$ cat config.mk
export PLATFORM = sky130hd
export DESIGN_NAME = fetch_burst_ctrl
export DESIGN_NICKNAME = d
export VERILOG_FILES = /design/src/rtl/fetch_pkg.sv /design/src/rtl/fetch_fifo.sv /design/src/rtl/fetch_burst_ctrl.sv
export SDC_FILE = /design/constraint.sdc
export NUM_CORES = 1
export LEC_CHECK = 0
export CAP_MARGIN = 15
export CORE_ASPECT_RATIO = 1.5
export CORE_UTILIZATION = 40
export CTS_BUF_LIST = sky130_fd_sc_hd__clkbuf_4
export CTS_CLUSTER_SIZE = 14
export DETAILED_ROUTE_END_ITERATION = 8
export GPL_TIMING_DRIVEN = 0
export PLACE_DENSITY = 0.65
export SYNTH_ARGS = -nofsm -noshare
export SYNTH_HDL_FRONTEND = slang
export SYNTH_HIERARCHICAL = 1
export SYNTH_SLANG_ARGS = --single-unit
$ cat constraint.sdc
create_clock -name clk -period 10 [get_ports clk]
set_clock_uncertainty 0.1 [all_clocks]
set_input_delay 3 -clock clk [delete_from_list [all_inputs] [get_ports clk]]
set_output_delay 3 -clock clk [all_outputs]
set_load 0.01 [all_outputs]
$ cat src/rtl/fetch_pkg.sv
// Shared types and AXI constants for the instruction-fetch burst controller.
package fetch_pkg;
  typedef enum logic [1:0] {ST_IDLE, ST_REQ, ST_DATA, ST_DRAIN} fetch_state_e;

  localparam logic [1:0] AXI_BURST_INCR = 2'b01;
  localparam logic [2:0] AXI_SIZE_4B    = 3'd2;
endpackage

$ cat src/rtl/fetch_fifo.sv
// Synchronous fetch buffer: clear beats push, push and pop in one cycle leave count unchanged.
module fetch_fifo #(
  parameter  int DEPTH = 8,
  parameter  int WIDTH = 64,
  localparam int CNT_W = $clog2(DEPTH) + 1
) (
  input  logic             clk,
  input  logic             rst,
  input  logic             clr,
  input  logic             push,
  input  logic [WIDTH-1:0] wdata,
  input  logic             pop,
  output logic [WIDTH-1:0] rdata,
  output logic             empty,
  output logic [CNT_W-1:0] count
);
  localparam int PW = (DEPTH > 1) ? $clog2(DEPTH) : 1;

  logic [WIDTH-1:0] mem_q [DEPTH];
  logic [PW-1:0]    rd_ptr_q, rd_ptr_d, wr_ptr_q, wr_ptr_d;
  logic [CNT_W-1:0] count_q, count_d;
  logic             full, do_push, do_pop;

  function automatic logic [PW-1:0] nxt(input logic [PW-1:0] p);
    return (p == PW'(DEPTH - 1)) ? '0 : p + PW'(1);
  endfunction

  assign empty   = (count_q == '0);
  assign full    = (count_q == CNT_W'(DEPTH));
  assign count   = count_q;
  assign rdata   = empty ? '0 : mem_q[rd_ptr_q];
  assign do_push = push && !clr;
  assign do_pop  = pop && !empty && !clr;

  always_comb begin
    rd_ptr_d = rd_ptr_q;
    wr_ptr_d = wr_ptr_q;
    count_d  = count_q;
    if (clr) begin
      rd_ptr_d = '0;
      wr_ptr_d = '0;
      count_d  = '0;
    end else begin
      if (do_push) wr_ptr_d = nxt(wr_ptr_q);
      if (do_pop)  rd_ptr_d = nxt(rd_ptr_q);
      count_d = count_q + CNT_W'(do_push) - CNT_W'(do_pop);
    end
  end

  always_ff @(posedge clk or posedge rst) begin
    if (rst) begin
      rd_ptr_q <= '0;
      wr_ptr_q <= '0;
      count_q  <= '0;
    end else begin
      rd_ptr_q <= rd_ptr_d;
      wr_ptr_q <= wr_ptr_d;
      count_q  <= count_d;
    end
  end

  always_ff @(posedge clk) begin
    if (do_push) mem_q[wr_ptr_q] <= wdata;
  end

  // The controller only requests a burst when a whole burst fits.
  a_no_push_full: assert property (@(posedge clk) disable iff (rst) !(do_push && full));
endmodule

$ cat src/rtl/fetch_burst_ctrl.sv
// Instruction fetch: aligned AXI read bursts fill a buffer that feeds decode; redirects flush it.
module fetch_burst_ctrl
  import fetch_pkg::*;
#(
  parameter int                ADDR_W     = 32,
  parameter int                DATA_W     = 32,
  parameter int                BURST_LEN  = 4,
  parameter int                FIFO_DEPTH = 8,
  parameter logic [ADDR_W-1:0] RESET_PC   = '0
) (
  input  logic              clk,
  input  logic              rst,
  input  logic              jal,
  input  logic [ADDR_W-1:0] jal_addr,
  input  logic              jalr_jcond,
  input  logic [ADDR_W-1:0] jalr_jcond_addr,
  output logic              arvalid,
  input  logic              arready,
  output logic [ADDR_W-1:0] araddr,
  output logic [1:0]        arburst,
  output logic [2:0]        arsize,
  output logic [7:0]        arlen,
  input  logic              rvalid,
  output logic              rready,
  input  logic [DATA_W-1:0] rdata,
  input  logic              rlast,
  output logic              fetch_valid,
  input  logic              fetch_ready,
  output logic [DATA_W-1:0] fetch_instr,
  output logic [ADDR_W-1:0] fetch_pc
);
  localparam int                CNT_W       = $clog2(FIFO_DEPTH) + 1;
  localparam logic [ADDR_W-1:0] BURST_BYTES = ADDR_W'(BURST_LEN * 4);
  localparam logic [ADDR_W-1:0] ALIGN_MASK  = ~(BURST_BYTES - ADDR_W'(1));

  fetch_state_e      state_q, state_d;
  logic [ADDR_W-1:0] pc_q, pc_d, araddr_q, araddr_d, beat_q, beat_d;
  logic              arvalid_q, arvalid_d, rready_q, rready_d;
  logic              redir_q, redir_d, armed_q;
  logic              redirect, push, pop, empty, has_space;
  logic [ADDR_W-1:0] target;
  logic [CNT_W-1:0]  count;

  assign arburst  = AXI_BURST_INCR;
  assign arsize   = AXI_SIZE_4B;
  assign arlen    = 8'(BURST_LEN - 1);
  assign arvalid  = arvalid_q;
  assign araddr   = araddr_q;
  assign rready   = rready_q;

  assign redirect  = jal || jalr_jcond;
  assign target    = (jalr_jcond ? jalr_jcond_addr : jal_addr) & ~ADDR_W'(3);
  assign has_space = (count <= CNT_W'(FIFO_DEPTH - BURST_LEN));
  assign pop       = fetch_valid && fetch_ready;
  assign fetch_valid = !empty;

  always_comb begin
    state_d   = state_q;
    pc_d      = pc_q;
    araddr_d  = araddr_q;
    beat_d    = beat_q;
    arvalid_d = arvalid_q;
    rready_d  = rready_q;
    redir_d   = redir_q;
    push      = 1'b0;
    case (state_q)
      ST_IDLE: begin
        // armed_q holds off the first request for one cycle after reset.
        if (armed_q && has_space && !redirect) begin
          state_d   = ST_REQ;
          arvalid_d = 1'b1;
          araddr_d  = pc_q & ALIGN_MASK;
          redir_d   = 1'b0;
        end
      end
      ST_REQ: begin
        if (redirect) redir_d = 1'b1;
        if (arready) begin
          arvalid_d = 1'b0;
          rready_d  = 1'b1;
          beat_d    = araddr_q;
          state_d   = (redir_q || redirect) ? ST_DRAIN : ST_DATA;
        end
      end
      ST_DATA: begin
        if (rvalid) begin
          beat_d = beat_q + ADDR_W'(4);
          push   = !redirect && (beat_q >= pc_q);
          if (rlast) begin
            state_d  = ST_IDLE;
            rready_d = 1'b0;
            pc_d     = araddr_q + BURST_BYTES;
          end
        end
        if (redirect && !(rvalid && rlast)) state_d = ST_DRAIN;
      end
      ST_DRAIN: begin
        if (rvalid && rlast) begin
          state_d  = ST_IDLE;
          rready_d = 1'b0;
        end
      end
      default: state_d = ST_IDLE;
    endcase
    if (redirect) pc_d = target;
  end

  always_ff @(posedge clk or posedge rst) begin
    if (rst) begin
      state_q   <= ST_IDLE;
      pc_q      <= RESET_PC;
      araddr_q  <= '0;
      beat_q    <= '0;
      arvalid_q <= 1'b0;
      rready_q  <= 1'b0;
      redir_q   <= 1'b0;
      armed_q   <= 1'b0;
    end else begin
      state_q   <= state_d;
      pc_q      <= pc_d;
      araddr_q  <= araddr_d;
      beat_q    <= beat_d;
      arvalid_q <= arvalid_d;
      rready_q  <= rready_d;
      redir_q   <= redir_d;
      armed_q   <= 1'b1;
    end
  end

  fetch_fifo #(.DEPTH(FIFO_DEPTH), .WIDTH(DATA_W + ADDR_W)) u_fifo (
    .clk   (clk),
    .rst   (rst),
    .clr   (redirect),
    .push  (push),
    .wdata ({rdata, beat_q}),
    .pop   (pop),
    .rdata ({fetch_instr, fetch_pc}),
    .empty (empty),
    .count (count)
  );
endmodule

==> flow_summary.ini, run 1 <==
[timing]
fin_crit_sh = 0.717
tightestPinTransition_ns = 0.913
fmax_ghz = 0.139
rsz0062_at_grt = false
period_needed_ns = 7.17
hold_violations = 0
relSlewSlack = 0.391
slew_violations = 0
hold_ws_ns = 0.402
setup_viol = 0
setup_tns_ns = 0
fin_ws_ns = 2.83

[global_routing]
antenna_found_initial = 1
grt_use_met1 = 0.234
use_met3 = 0.0309
overflow = 0
busiest_layer = met2
grt_max_degree = 63
grt_pass1_vias = 16700
grtUsageTotal = 0.201
grt_pass1_wl_um = 99100
met2_usage = 0.364

[setup_path]
cp.arrival_ns = 4.07
criticalPathCategory = reg -> out
endpoint_kind = primary output
crit_fanout = 10
critPathRequiredTime_ns = 6.90
crit_path_start_kind = flip-flop

[cts]
cts_hold_buf = 0
cts_resized = 0
clk_path_buf_depth = 3
cts_tree = built
cts_setup_buffers = 0
clkLatencyLatePin_ns = 0.85
cts.sinks = 616
cts_htree_levels = 4
clk_pin_slew_ns = 0.07
cts_made_buffers = 145
cts-root-buf = clkbuf_4

[power]
ir_worst_vdd_mv = 0.0971
powerDensity_nw_per_um2 = 199
leakage_uw = 0.0109

[layout]
syn_to_final_growth_pct = 21.5
layout-drive-gt1-share = 0.236
nets = 2076

[logic_synthesis]
synth_cell_types = 69
synth_area_leaders = edfxtp_1 59%, mux4_2 11%, dfrtp_1 10%, a22o_1 2.2%, ha_1 2.0%
synth_edf_count = 512
synthArstFlopShare = 0.169
synth_warnings = 6
synth.top_cell.area_share = 0.592
synth_largest_area_cell = edfxtp_1
netlist_area_um2 = 26000
ys_seq_area_frac = 0.692
syn_area_per_cell_um2 = 17.0
synth_cells = 1528
synth_seq_cells = 616
ys.flop_type = edfxtp_1

[run_status]
status = finished clean

[floorplan]
core-area_um2 = 64300
start_util = 0.404
ios = 216
die_x_um = 210
placementRows = 114
die-area_um2 = 66000
die_h_um = 314

[route]
dr.pass1.iters = 5
first_iter_violations = 1042
drc = 0
vias_per_cell = 5.35
num_vias = 15600
routed_wl_um = 64800
drtAntennaViolNets = 0
wl_per_cell_um = 22.3

[min_path]
hp-class = reg -> reg

[placement]
place_ws_ns = 2.93
gp_congestion = 1.01
dp_hpwl_um = 44800
io_buffers = 193

[job]
maxCapViolations = 0
[final cells by class]
cell class | instances | area (µm²)
repair buffers | 223 | 2410
inverters | 57 | 216
fillers | 5474 | 32800
plain buffers | 100 | 533
clock inverters | 38 | 262
flip-flops and latches | 616 | 18000
well taps | 870 | 1090
diodes | 1 | 2.50
clock buffers | 218 | 1640
multi-input cells | 787 | 7430
[state kept, by name (all words and copies together), names as in the netlist]
register and count:
araddr 28, armed_q 1, arvalid 1, rready 1, state_q 2, redir_q 1, beat_q 30, u_fifo/mem_q 512
u_fifo/count 4, pc_q 30, u_fifo/rd_ptr_q 3, u_fifo/wr_ptr_q 3
[routing by layer]
layer,wire length [µm],vias to the layer above
met3,3040,138
li1,-,6995
met4,2270,0
met2,34900,585
met5,0,-
met1,24600,7836
[where the power goes]
part           internal (µW)  switching [µW]  total [µW]
registers               3040             346        3390
logic                    404             442         846
clock network           1100             949        2050
total                   4540            1740        6280
[critical path: stages (launching register included)]
cell and delay, ns:
dfrtp_1 0.34, inv_1 0.06, ha_1 0.18, or3b_1 0.27, inv_1 0.17, nor2_2 0.65, clkbuf_1 0.62, a22o_1 0.36
clkdlybuf4s50_1 0.58
[logic make-up (layout without fill, tap and decap cells)]
kind of cell,after synthesis,after routing,synth area share
compound gates,279,279,0.0745
xor+xnor,24,24,0.00809
fa+ha+maj,42,42,0.0205
buf+inv,157,636,0.0288
flops,616,616,0.692
mux,164,164,0.126
other cells,2,35,0.000289
simple gates,244,244,0.0498
[synthesized netlist by cell type, types with 27 or more instances]
cell type  number
edfxtp_1      512
mux4_2        128
dfrtp_1       104
a21oi_1        81
nand2_1        70
a22o_1         64
inv_1          56
nor2_1         48
clkbuf_1       41
ha_1           41
o21ai_0        34
nand3_1        29
mux2_2         27
[final timing paths]
check	from	end	slack, ns	depth (start not counted)
worst max-delay path	u_fifo/count[2]	fetch_pc[11]	2.83	8
worst min-delay path	pc_q[14]	araddr[14]	0.40	1
worst max register to register	beat_q[26]	u_fifo/mem_q[0][34]	5.33	13
worst min register to register	pc_q[14]	araddr[14]	0.40	1
max in group asynchronous	rst	pc_q[25]	6.67	3
min in group asynchronous	rst	u_fifo/count[1]	2.45	2
[metrics by stage]
step	utilization	area [µm²]	cells	total power, µW
2_1_floorplan	-	26100	1560	3810
3_3_place_gp	0.453	29100	2623	4220
3_5_place_dp	0.461	29700	2653	4270
4_1_cts	0.491	31600	2909	6320
5_1_grt	0.491	31600	2910	6580
6_report	0.491	31600	2910	6280
[cell usage in the layout, fill, tap and decap left out, types with 42 or more instances in the layout]
cell type,n
a21oi_1,81
a22o_1,64
clkbuf_4,218
clkdlybuf4s50_1,193
dfrtp_1,104
edfxtp_1,512
inv_1,55
mux4_2,128
nand2_1,70
nor2_1,42
Power figures use the tool's default switching activity.
==> run 2: changes to the inputs <==
--- a/config.mk
+++ b/config.mk
@@ -12,7 +12,7 @@
 export CTS_CLUSTER_SIZE = 14
 export DETAILED_ROUTE_END_ITERATION = 8
 export GPL_TIMING_DRIVEN = 0
-export PLACE_DENSITY = 0.65
+export PLACE_DENSITY = 0.67
 export SYNTH_ARGS = -nofsm -noshare
 export SYNTH_HDL_FRONTEND = slang
 export SYNTH_HIERARCHICAL = 1
==> constraint.sdc (replaced) <==
create_clock -name clk -period 6.28 [get_ports clk]
set_clock_uncertainty 0.1 [all_clocks]
set_input_delay 1.884 -clock clk [delete_from_list [all_inputs] [get_ports clk]]
set_output_delay 1.884 -clock clk [all_outputs]
set_load 0.01 [all_outputs]
==> flow_summary.ini, run 2 (same netlist as run 1, synthesis figures left out) <==
[floorplan]
die_x_um = 210
ios = 216
die-area_um2 = 66000
start_util = 0.404
core-area_um2 = 64300
die_h_um = 314
placementRows = 114

[layout]
seq_area_um2 = 18000
nets = 2074
layout-drive-gt1-share = 0.237
top_register = u_fifo/mem_q
syn_to_final_growth_pct = 21.8
final_util = 0.492
final_common_cell = edfxtp_1
final_cell_mix = 512 x edfxtp_1, 219 x clkbuf_4, 193 x clkdlybuf4s50_1, 128 x mux4_2, 104 x dfrtp_1
multi_input_area_um2 = 7440
largest_register_ffs = 512
fillers = 5445
reg_top3 = u_fifo/mem_q (512), beat_q (30), pc_q (30)
fin_cells = 2904

[cts]
cts_made_buffers = 147
clkLatencyLatePin_ns = 0.85
cts_htree_levels = 4
cts_hold_buf = 0
cts.sinks = 616
cts_resized = 0
cts-root-buf = clkbuf_4
clk_path_buf_depth = 3
cts_setup_buffers = 0
cts_tree = built
clk_pin_slew_ns = 0.06

[timing]
rsz0062_at_grt = false
setup_tns_ns = 0
tightestPinTransition_ns = 1.03
setup_viol = 0
slew_violations = 0
period_needed_ns = 6.04
relSlewSlack = 0.314
fmax_ghz = 0.166
fin_ws_ns = 0.241
fin_crit_sh = 0.962
hold_violations = 0

[placement]
gp_congestion = 0.963
dp_hpwl_um = 45200
io_buffers = 193
place_inst = 2649
place_ws_ns = 0.357

[route]
routed_wl_um = 65300
first_iter_violations = 1095
drc = 0
wl_per_cell_um = 22.5
dr.pass1.iters = 7
num_vias = 15600
drtAntennaViolNets = 0
vias_per_cell = 5.38

[setup_path]
critPathRequiredTime_ns = 4.30
crit_family = buffers and inverters
cp.arrival_ns = 4.05
worst_path_max_delay_cell = nor2_2
max_stage_delay_ns = 0.64
path_cells = inv_1 > ha_1 > or3b_1 > inv_1 > nor2_2 > clkbuf_1 > a22o_1 > clkdlybuf4s50_1
critPathLaunch = u_fifo/count[2]
criticalPathCategory = reg -> out
rr_startpoint = beat_q[22]
worst_path_most_repeated_cell = inv_1
cp.buffers_inverters = 4
crit_path_start_kind = flip-flop
endpoint_kind = primary output
crit_fanout = 10

[min_path]
hp-class = reg -> reg
min-delay-start = pc_q[9]

[power]
leakage_uw = 0.0109
powerDensity_nw_per_um2 = 314
ir_worst_vdd_mv = 0.181

[global_routing]
overflow = 0
grt_pass1_wl_um = 99300
grt_pass1_vias = 16800
antenna_found_initial = 2
grtUsageTotal = 0.202
grt_max_degree = 69

[job]
maxCapViolations = 0

[run_status]
status = finished clean
## run 2: cell types whose count changed in the layout (fill, tap and decap cells not counted), moves of 2 or more
cell	delta
buf_16	+9
buf_6	-14
clkinv_1	-6
clkinv_2	+2
inv_2	+2
nor3_2	-2
nor3_4	+2
## run 2: final cells by class
type	instances	area share
clock inverter	34	0.00692
multi-input combinational	787	0.235
buffer	100	0.0168
tap	870	0.0344
clock buffer	219	0.0519
sequential	616	0.568
antenna	2	0.000158
inverter	57	0.00684
timing repair buffer	219	0.0796
## run 2: path summary, 6_finish.rpt
| check | cells after the start | endpoint | slack (ns) |
|---|---|---|---|
| max in group asynchronous | 3 | araddr[27] | 4.09 |
| min | 1 | araddr[9] | 0.40 |
| max | 8 | fetch_pc[19] | 0.24 |
| min in group asynchronous | 2 | beat_q[4] | 1.30 |
| min reg2reg | 1 | araddr[9] | 0.40 |
| max reg2reg | 11 | u_fifo/mem_q[1][35] | 1.70 |
## run 2: power breakdown
| group | switching (µW) | internal, µW |
|---|---|---|
| sequential | 548 | 4840 |
| combinational | 694 | 640 |
| clock | 1510 | 1710 |
| total | 2760 | 7190 |
## run 2: worst register-to-register path, stage by stage (launching register included)
cell	delay, ns
dfrtp_1	0.56
ha_1	0.41
nand4_1	0.20
nor3_1	0.31
a221oi_1	0.14
nor3b_1	0.18
a21oi_1	0.57
nand3b_1	0.46
nor3_4	0.74
buf_16	0.24
buf_16	0.18
buf_8	0.18
## run 2: per-layer routing
layer | GRT usage | share of wire | routed length, µm
met2 | 0.368 | 0.54 | 35400
met5 | 0 | 0 | 0
met3 | 0.0309 | 0.045 | 2960
met4 | 0.0936 | 0.032 | 2100
met1 | 0.233 | 0.38 | 24800
## run 2: metrics by stage
step	hold WS (ns)	instance area, µm²	total power (µW)
floorplan	0.366	26100	6070
global placement	0.383	29100	6740
detailed placement	0.388	29800	6790
CTS	0.401	31600	10000
global route	0.418	31600	10400
finish	0.402	31600	9950
==> run 3: changes to the inputs <==
--- a/config.mk
+++ b/config.mk
@@ -7,6 +7,7 @@
 export LEC_CHECK = 0
 export CAP_MARGIN = 15
 export CORE_ASPECT_RATIO = 1.5
+export CORE_MARGIN = 4
 export CORE_UTILIZATION = 40
 export CTS_BUF_LIST = sky130_fd_sc_hd__clkbuf_4
 export CTS_CLUSTER_SIZE = 14
==> flow_summary.ini, run 3 (same netlist as run 1, synthesis figures left out) <==
[timing]
setup_tns_ns = 0
period_needed_ns = 5.94
hold_violations = 0
rsz0062_at_grt = false
relSlewSlack = 0.390
slew_violations = 0
setup_viol = 0
fin_ws_ns = 0.340
fmax_ghz = 0.168
fin_crit_sh = 0.946
tightestPinTransition_ns = 0.916

[cts]
cts.sinks = 616
cts_htree_levels = 4
cts_made_buffers = 146
cts_resized = 0
cts-root-buf = clkbuf_4
clkLatencyLatePin_ns = 0.83
cts_tree = built
clk_path_buf_depth = 3
cts_setup_buffers = 0
cts_hold_buf = 0
clk_pin_slew_ns = 0.06

[global_routing]
busiest_layer = met2
grt_pass1_wl_um = 99600
met2_usage = 0.346
grt_pass1_vias = 16900
grt_max_degree = 67
antenna_found_initial = 1
grtUsageTotal = 0.190
overflow = 0
grt_use_met1 = 0.216
use_met3 = 0.0304

[power]
ir_worst_vdd_mv = 0.148
leakage_uw = 0.0108
powerDensity_nw_per_um2 = 310

[route]
vias_per_cell = 5.39
drtAntennaViolNets = 0
first_iter_violations = 973
routed_wl_um = 65500
drc = 0
num_vias = 15600
dr.pass1.iters = 6
wl_per_cell_um = 22.6

[placement]
place_ws_ns = 0.0816
gp_congestion = 0.949
io_buffers = 193
dp_hpwl_um = 45700

[layout]
nets = 2071
largest_register_ffs = 512
layout-drive-gt1-share = 0.230
fillers = 5567
reg_top3 = u_fifo/mem_q (512), beat_q (30), pc_q (30)
top_register = u_fifo/mem_q
final_util = 0.488
syn_to_final_growth_pct = 21.1
final_cell_mix = 512 x edfxtp_1, 206 x clkbuf_4, 193 x clkdlybuf4s50_1, 128 x mux4_2, 104 x dfrtp_1
final_common_cell = edfxtp_1

[floorplan]
core-area_um2 = 64500
ios = 216
start_util = 0.403
die_x_um = 216
die-area_um2 = 69200
die_h_um = 320
placementRows = 114

[min_path]
hp-class = reg -> reg

[setup_path]
crit_path_start_kind = flip-flop
criticalPathCategory = reg -> out
endpoint_kind = primary output
critPathRequiredTime_ns = 4.30
cp.arrival_ns = 3.96
crit_fanout = 10

[run_status]
status = finished clean

[job]
maxCapViolations = 0
==> run 3: changes by cell type in the layout (fill, tap and decap cells not counted), sizes merged <==
cell / change
clkbuf: -13
clkinv: +6
diode: -1
bufinv: -2
clkinvlp: +2
buf: -2
==> run 3: critical path, cell delays in order (launching register included) <==
cell and delay (ns):
dfrtp_1 0.35, inv_1 0.06, ha_1 0.20, or3b_1 0.25, inv_1 0.16, nor2_2 0.65, clkbuf_1 0.55, a22o_1 0.34
clkdlybuf4s50_1 0.59
==> run 3: power breakdown <==
part	leakage (µW)	internal [µW]	switching [µW]
clock	0.00104	1550	1470
combinational	0.00384	641	700
sequential	0.00589	4840	553
==> run 3: worst paths after layout <==
check,from,to,slack (ns),cells after the start
setup / recovery,u_fifo/count[2],fetch_pc[18],0.34,8
setup reg to reg,beat_q[22],u_fifo/mem_q[0][33],1.48,13
hold / removal,pc_q[20],araddr[20],0.40,1
min in group asynchronous,rst,beat_q[5],1.39,2
max in group asynchronous,rst,beat_q[25],3.99,3
hold reg to reg,pc_q[20],araddr[20],0.40,1
==> run 3: area by class of cell <==
type	count	area [µm²]	area share
Sequential cell	616	18000	0.571
Multi-Input combinational cell	787	7440	0.237
Timing Repair Buffer	217	2460	0.0782
Clock buffer	206	1550	0.0492
Tap cell	870	1090	0.0346
Buffer	100	533	0.0169
Inverter	57	216	0.00688
Clock inverter	40	195	0.00620
Antenna cell	1	2.50	0.0000795
==> run 3: metal layers <==
metal | vias to the layer above | wire length, µm
li1 | 6992 | -
met1 | 7864 | 24300
met2 | 602 | 35200
met3 | 154 | 3300
met4 | 0 | 2800
met5 | - | 0
==> run 3: through the flow <==
stage,cell area (µm²),hold slack (ns),total power [µW],cells
finish,31500,0.404,9760,2894
global route,31500,0.411,10300,2894
CTS,31500,0.404,9860,2893
detailed placement,29700,0.390,6810,2647
global placement,29100,0.381,6750,2623
floorplan,26100,0.366,6070,1560
